## config.mk

```make
export PLATFORM = sky130hd
export DESIGN_NAME = rob_issue_fifo
export DESIGN_NICKNAME = d
export VERILOG_FILES = /design/src/rtl/rob_issue_fifo.sv
export SDC_FILE = /design/constraint.sdc
export NUM_CORES = 1
export LEC_CHECK = 0
export ABC_AREA = 0
export BUFFER_PORTS_ARGS = -buffer_cell sky130_fd_sc_hd__buf_2
export CELL_PAD_IN_SITES_DETAIL_PLACEMENT = 2
export CELL_PAD_IN_SITES_GLOBAL_PLACEMENT = 2
export CORE_ASPECT_RATIO = 1.1
export CORE_MARGIN = 2
export CORE_UTILIZATION = 35
export CTS_CLUSTER_DIAMETER = 150
export DETAILED_ROUTE_END_ITERATION = 12
export GPL_TIMING_DRIVEN = 0
export PLACE_DENSITY_LB_ADDON = 0.12
export SYNTH_ARGS = -nofsm -noshare
export SYNTH_HDL_FRONTEND = slang
export SYNTH_SLANG_ARGS = --single-unit
export TNS_END_PERCENT = 5
```

## constraint.sdc

```tcl
create_clock -name clk_in -period 13.3 [get_ports clk_in]
set_input_delay 1.33 -clock clk_in [delete_from_list [all_inputs] [get_ports clk_in]]
set_output_delay 1.33 -clock clk_in [all_outputs]
set_load 0.1 [all_outputs]
```

## src/rtl/rob_issue_fifo.sv

```systemverilog
// Purpose: in-order decoupling buffer between the ROB issue port and register-read/execute.
// Latency: 1 cycle (enqueued at edge N, visible on deq_data_out after edge N); no empty bypass.
// Backpressure: enq_ready_out = count < DEPTH from registered state only; deq side is valid/ready.
//
// Ports:
//   clk_in, rst_in          clock (rising edge), async active-high reset
//   flush_in                sync flush: drops all entries, blocks any fire that cycle
//   enq_valid_in/_ready_out/enq_data_in    ROB-side handshake and packet
//   deq_valid_out/deq_ready_in/deq_data_out execute-side handshake and head packet
//   count_out               occupancy 0..DEPTH
//   almost_full_out         count_out >= AFULL_THRESH

package rob_pkg;

  typedef struct packed {
    logic        valid;
    logic [15:0] uop;
    logic [5:0]  ptr;
    logic [6:0]  prd;
    logic [6:0]  prs1;
    logic [6:0]  prs2;
  } rob_issue;

endpackage

module rob_issue_fifo #(
  parameter int unsigned DEPTH        = 8,        // power of 2, >= 2
  parameter int unsigned AFULL_THRESH = DEPTH - 2
) (
  input  logic                     clk_in,
  input  logic                     rst_in,
  input  logic                     flush_in,
  input  logic                     enq_valid_in,
  input  rob_pkg::rob_issue        enq_data_in,
  output logic                     enq_ready_out,
  output logic                     deq_valid_out,
  output rob_pkg::rob_issue        deq_data_out,
  input  logic                     deq_ready_in,
  output logic [$clog2(DEPTH):0]   count_out,
  output logic                     almost_full_out
);

  localparam int unsigned AW = $clog2(DEPTH);
  localparam int unsigned CW = AW + 1;

  rob_pkg::rob_issue mem_q [DEPTH];

  logic [AW-1:0] wr_ptr_q, wr_ptr_d;
  logic [AW-1:0] rd_ptr_q, rd_ptr_d;
  logic [CW-1:0] count_q,  count_d;

  logic enq_fire;
  logic deq_fire;

  // Both ready/valid derive only from registered count, so there is no
  // combinational path from deq_ready_in to enq_ready_out.
  assign enq_ready_out   = (count_q < CW'(DEPTH));
  assign deq_valid_out   = (count_q != '0);
  assign almost_full_out = (count_q >= CW'(AFULL_THRESH));
  assign count_out       = count_q;
  assign deq_data_out    = mem_q[rd_ptr_q];

  assign enq_fire = enq_valid_in & enq_ready_out & ~flush_in;
  assign deq_fire = deq_valid_out & deq_ready_in & ~flush_in;

  always_comb begin
    wr_ptr_d = wr_ptr_q;
    rd_ptr_d = rd_ptr_q;
    count_d  = count_q;
    if (flush_in) begin
      wr_ptr_d = '0;
      rd_ptr_d = '0;
      count_d  = '0;
    end else begin
      // DEPTH is a power of 2, so pointer increments wrap naturally.
      if (enq_fire) wr_ptr_d = wr_ptr_q + AW'(1);
      if (deq_fire) rd_ptr_d = rd_ptr_q + AW'(1);
      unique case ({enq_fire, deq_fire})
        2'b10:   count_d = count_q + CW'(1);
        2'b01:   count_d = count_q - CW'(1);
        default: count_d = count_q;
      endcase
    end
  end

  always_ff @(posedge clk_in or posedge rst_in) begin
    if (rst_in) begin
      wr_ptr_q <= '0;
      rd_ptr_q <= '0;
      count_q  <= '0;
    end else begin
      wr_ptr_q <= wr_ptr_d;
      rd_ptr_q <= rd_ptr_d;
      count_q  <= count_d;
    end
  end

  // Storage is cleared on reset so the head output reads as zero straight
  // out of reset (rd_ptr is 0 and entry 0 is zero).
  always_ff @(posedge clk_in or posedge rst_in) begin
    if (rst_in) begin
      for (int i = 0; i < int'(DEPTH); i++) begin
        mem_q[i] <= '0;
      end
    end else if (enq_fire) begin
      mem_q[wr_ptr_q] <= enq_data_in;
    end
  end

  a_count_bound : assert property (@(posedge clk_in) disable iff (rst_in)
    count_q <= CW'(DEPTH));

  a_no_enq_when_full : assert property (@(posedge clk_in) disable iff (rst_in)
    !(enq_fire && (count_q == CW'(DEPTH))));

  a_head_stable : assert property (@(posedge clk_in) disable iff (rst_in)
    (deq_valid_out && !deq_ready_in && !flush_in) |=> $stable(deq_data_out));

endmodule

```

==> summary.md <==
| Metric | Value |
|---|---|
| Die width | `210 µm` |
| Cell Int Power | `2640 µW` |
| Fillers | `4417` |
| GRT Total Usage | `0.183` |
| Max stage delay cell, worst path | `buf_1` |
| Routed Antenna Nets | `0` |
| Nature of the critical path startpoint | `flip-flop` |
| XOR/XNOR Fraction of Synth Area | `0.00315` |
| WS Path Type | `flip-flop to output pin` |
| Critical Path AT | `3.25 ns` |
| Vias in the first global route | `10440` |
| Post-Synth Adder-Cell Area | `0.00431` |
| First-pass GRT wire length | `66400 µm` |
| Tot Pwr | `4380 µW` |
| Static Leak | `0.00884 µW` |
| Mapped Area | `0.0163 mm²` |
| Drt pass-1 iters | `6` |
| Flop pwr share | `0.345` |
| CTS H-tree depth | `2` |
| Share of flip-flops with an asynchronous set or reset | `1.00` |
| PD cells | `230 mW/mm²` |
| # Post-CTS Setup Buffers | `0` |
| Hold_ws | `0.487 ns` |
| Global route overflow | `0` |
| Yosys warnings | `0` |
| Slew HR | `0.398` |
| Main combinational cell family by area after synthesis | `multiplexers` |
| GPL Wtd Cong | `0.699` |
| Net Count, Synth | `1021` |
| Final Cycle Share | `0.344` |
| Setup-failing EPs final | `0` |
| Sw power | `1740 µW` |
| Ys flop type | `dfrtp_1` |
| Post-synthesis mux area share | `0.399` |
| Die area | `0.0482 mm²` |
| Seq/Total Area, Yosys | `0.557` |
| Clk pin slew, worst setup/hold paths | `0.06 ns` |
| WP data required | `11.97 ns` |
| RSZ-0062 raised after global routing | `no` |
| Row count | `82` |
| Synth Area in Simple Gates | `0.0115` |
| # resized after CTS | `0` |
| Unique masters post-synth | `34` |
| Clk Latency, worst-skew pair | `0.58 ns` |
| Largest net degree at the start of global routing | `121` |
| Slowest stage delay, CP | `0.56 ns` |
| Final-report hold violation count | `0` |
| Max Cap Viol | `0` |
| Setup Skew | `0.0181 ns` |
| Hold_buf cts | `0` |
| CTS tree | `built` |
| CTS Buf Count | `43` |
| Outcome | `completed` |
| Clk root buf | `clkbuf_16` |
| Synthesis-stage register bit count | `362` |
| Port Buffers | `98` |
| Mapped Cells | `967` |
| Logic pwr share | `0.385` |
| Most used cell, CP | `buf_2` |
| Pins Over Slew Limit | `0` |
| Core area | `0.0458 mm²` |
| CTS max path bufs | `3` |
| Switching share of total power | `0.397` |
| Final WL | `41500 µm` |
| Detailed Place HPWL | `26500 µm` |
| Mean Syn Cell Area | `16.8 µm²` |
| CP Capture Type | `output pin` |
| Share of layout cells above drive strength 1 | `0.617` |
| DRC violations left | `0` |
| CTS Sinks | `362` |
| Final Core Density | `0.415` |
| # IOs | `100` |
| Via count | `8922` |
| Starting Density | `0.355` |
| NumNets Final | `1167` |
| Worst slew pin tran | `0.904 ns` |
| Avg Vias per Cell | `5.15` |
| Post-synth EDFFs | `0` |
| Clock share of power | `0.271` |
| Class of the worst hold path | `flip-flop to flip-flop` |
| Initial antenna violation count | `3` |
| Drt wl/cell | `23.9 µm` |
| Fmax | `218 MHz` |
| P&R area growth vs syn | `16.8%` |
| Die H | `230 µm` |
| Period minus WS final | `4.58 ns` |
| Max VDD drop | `0.184 mV` |
| Starting DRT DRC Count | `264` |
| Maximum fanout along the worst path | `10` |
| Compound-Gate Fraction of Synth Area | `0.00462` |
| Worst-path cell chain | `buf_2 -> buf_1 -> buf_2 -> mux4_2 -> mux2_2 -> buf_2` |
[cells in the final DEF, fill, tap and decap left out, types with 8 or more instances in the layout]
cell type,count
buf_2,146
clkbuf_1,19
clkbuf_16,44
clkbuf_8,8
dfrtp_1,362
mux2_2,396
mux4_2,88
nand2_1,8
nor2_1,8
[layer usage]
layer	global-route usage	part of all wire	vias to the layer above
met5	0	0.00017	-
met4	0.0510	0.019	2
met3	0.0302	0.031	53
met2	0.314	0.51	102
met1	0.240	0.44	4844
li1	-	-	3921
[area by class of cell]
type                       count  area (µm²)  share of cell area
clock buffer                  64        1260              0.0661
multi-input combinational    540        6880               0.362
sequential                   362        9060               0.477
tap                          588         736              0.0387
buffer                        62         315              0.0166
clock inverter                11         161             0.00849
antenna                        2        5.00            0.000263
inverter                       3        18.8            0.000988
timing repair buffer         101         573              0.0302
[cell families (layout without fill, tap and decap cells)]
logic type	count (synthesis)	after routing
mux	489	489
flops	362	362
buf+inv	65	241
simple gates	33	33
compound gates	8	8
fa+ha+maj	5	5
xor+xnor	5	5
other cells	0	2
[Yosys cell counts (all sizes together), types with 3 or more instances]
library cell / instances / area, µm²
mux4: 88 / 1980
mux2: 398 / 4480
ha: 4 / 50.1
xor2: 3 / 33.8
nand2: 8 / 30.0
nor2b: 4 / 25.0
a21oi: 3 / 15.0
dfrtp: 362 / 9060
mux2i: 3 / 30.0
nor2: 8 / 30.0
buf: 55 / 289
or3: 3 / 18.8
inv: 3 / 11.3
clkbuf: 7 / 26.3
[registers in the layout, indices dropped and copies added (netlist names)]
register / count
mem_q: 352
count_out: 4
rd_ptr_q: 3
wr_ptr_q: 3
[stage by stage]
step,setup TNS (ns),worst slack (ns),instances,cell area (µm²)
after floorplan,0,1.92,967,16300
after global placement,-1103.46,-3.10,1653,17500
after detailed placement,0,9.24,1656,17600
after CTS,0,8.61,1731,19000
after global routing,0,8.52,1731,19000
final,0,8.72,1733,19000
[worst max-delay path: cells and delay by family (launching register included)]
| family | cells | cell delay (ns) |
|---|---|---|
| multiplexers | 2 | 0.70 |
| flip-flops | 1 | 0.37 |
| buffers and inverters | 4 | 1.61 |
[power by group through the flow]
stage / logic, µW / registers [µW] / clock network [µW]
6_report: 1680 / 1510 / 1190
5_1_grt: 1780 / 1550 / 1270
3_3_place_gp: 1680 / 1520 / 0
3_5_place_dp: 1710 / 1530 / 0
4_1_cts: 1710 / 1510 / 1230
2_1_floorplan: 1410 / 1500 / 0
[worst paths after layout]
| kind | startpoint | to | slack, ns | cells past startpoint |
|---|---|---|---|---|
| worst max-delay path | rd_ptr_q[1] | deq_data_out[13] | 8.72 | 6 |
| worst min-delay path | mem_q[33] | mem_q[33] | 0.49 | 1 |
| worst max register to register | count_out[3] | count_out[3] | 10.75 | 7 |
| worst min register to register | mem_q[33] | mem_q[33] | 0.49 | 1 |
| max in group asynchronous | rst_in | mem_q[328] | 11.25 | 4 |
| min in group asynchronous | rst_in | mem_q[55] | 0.71 | 2 |
(Power assumes the default switching activity.)
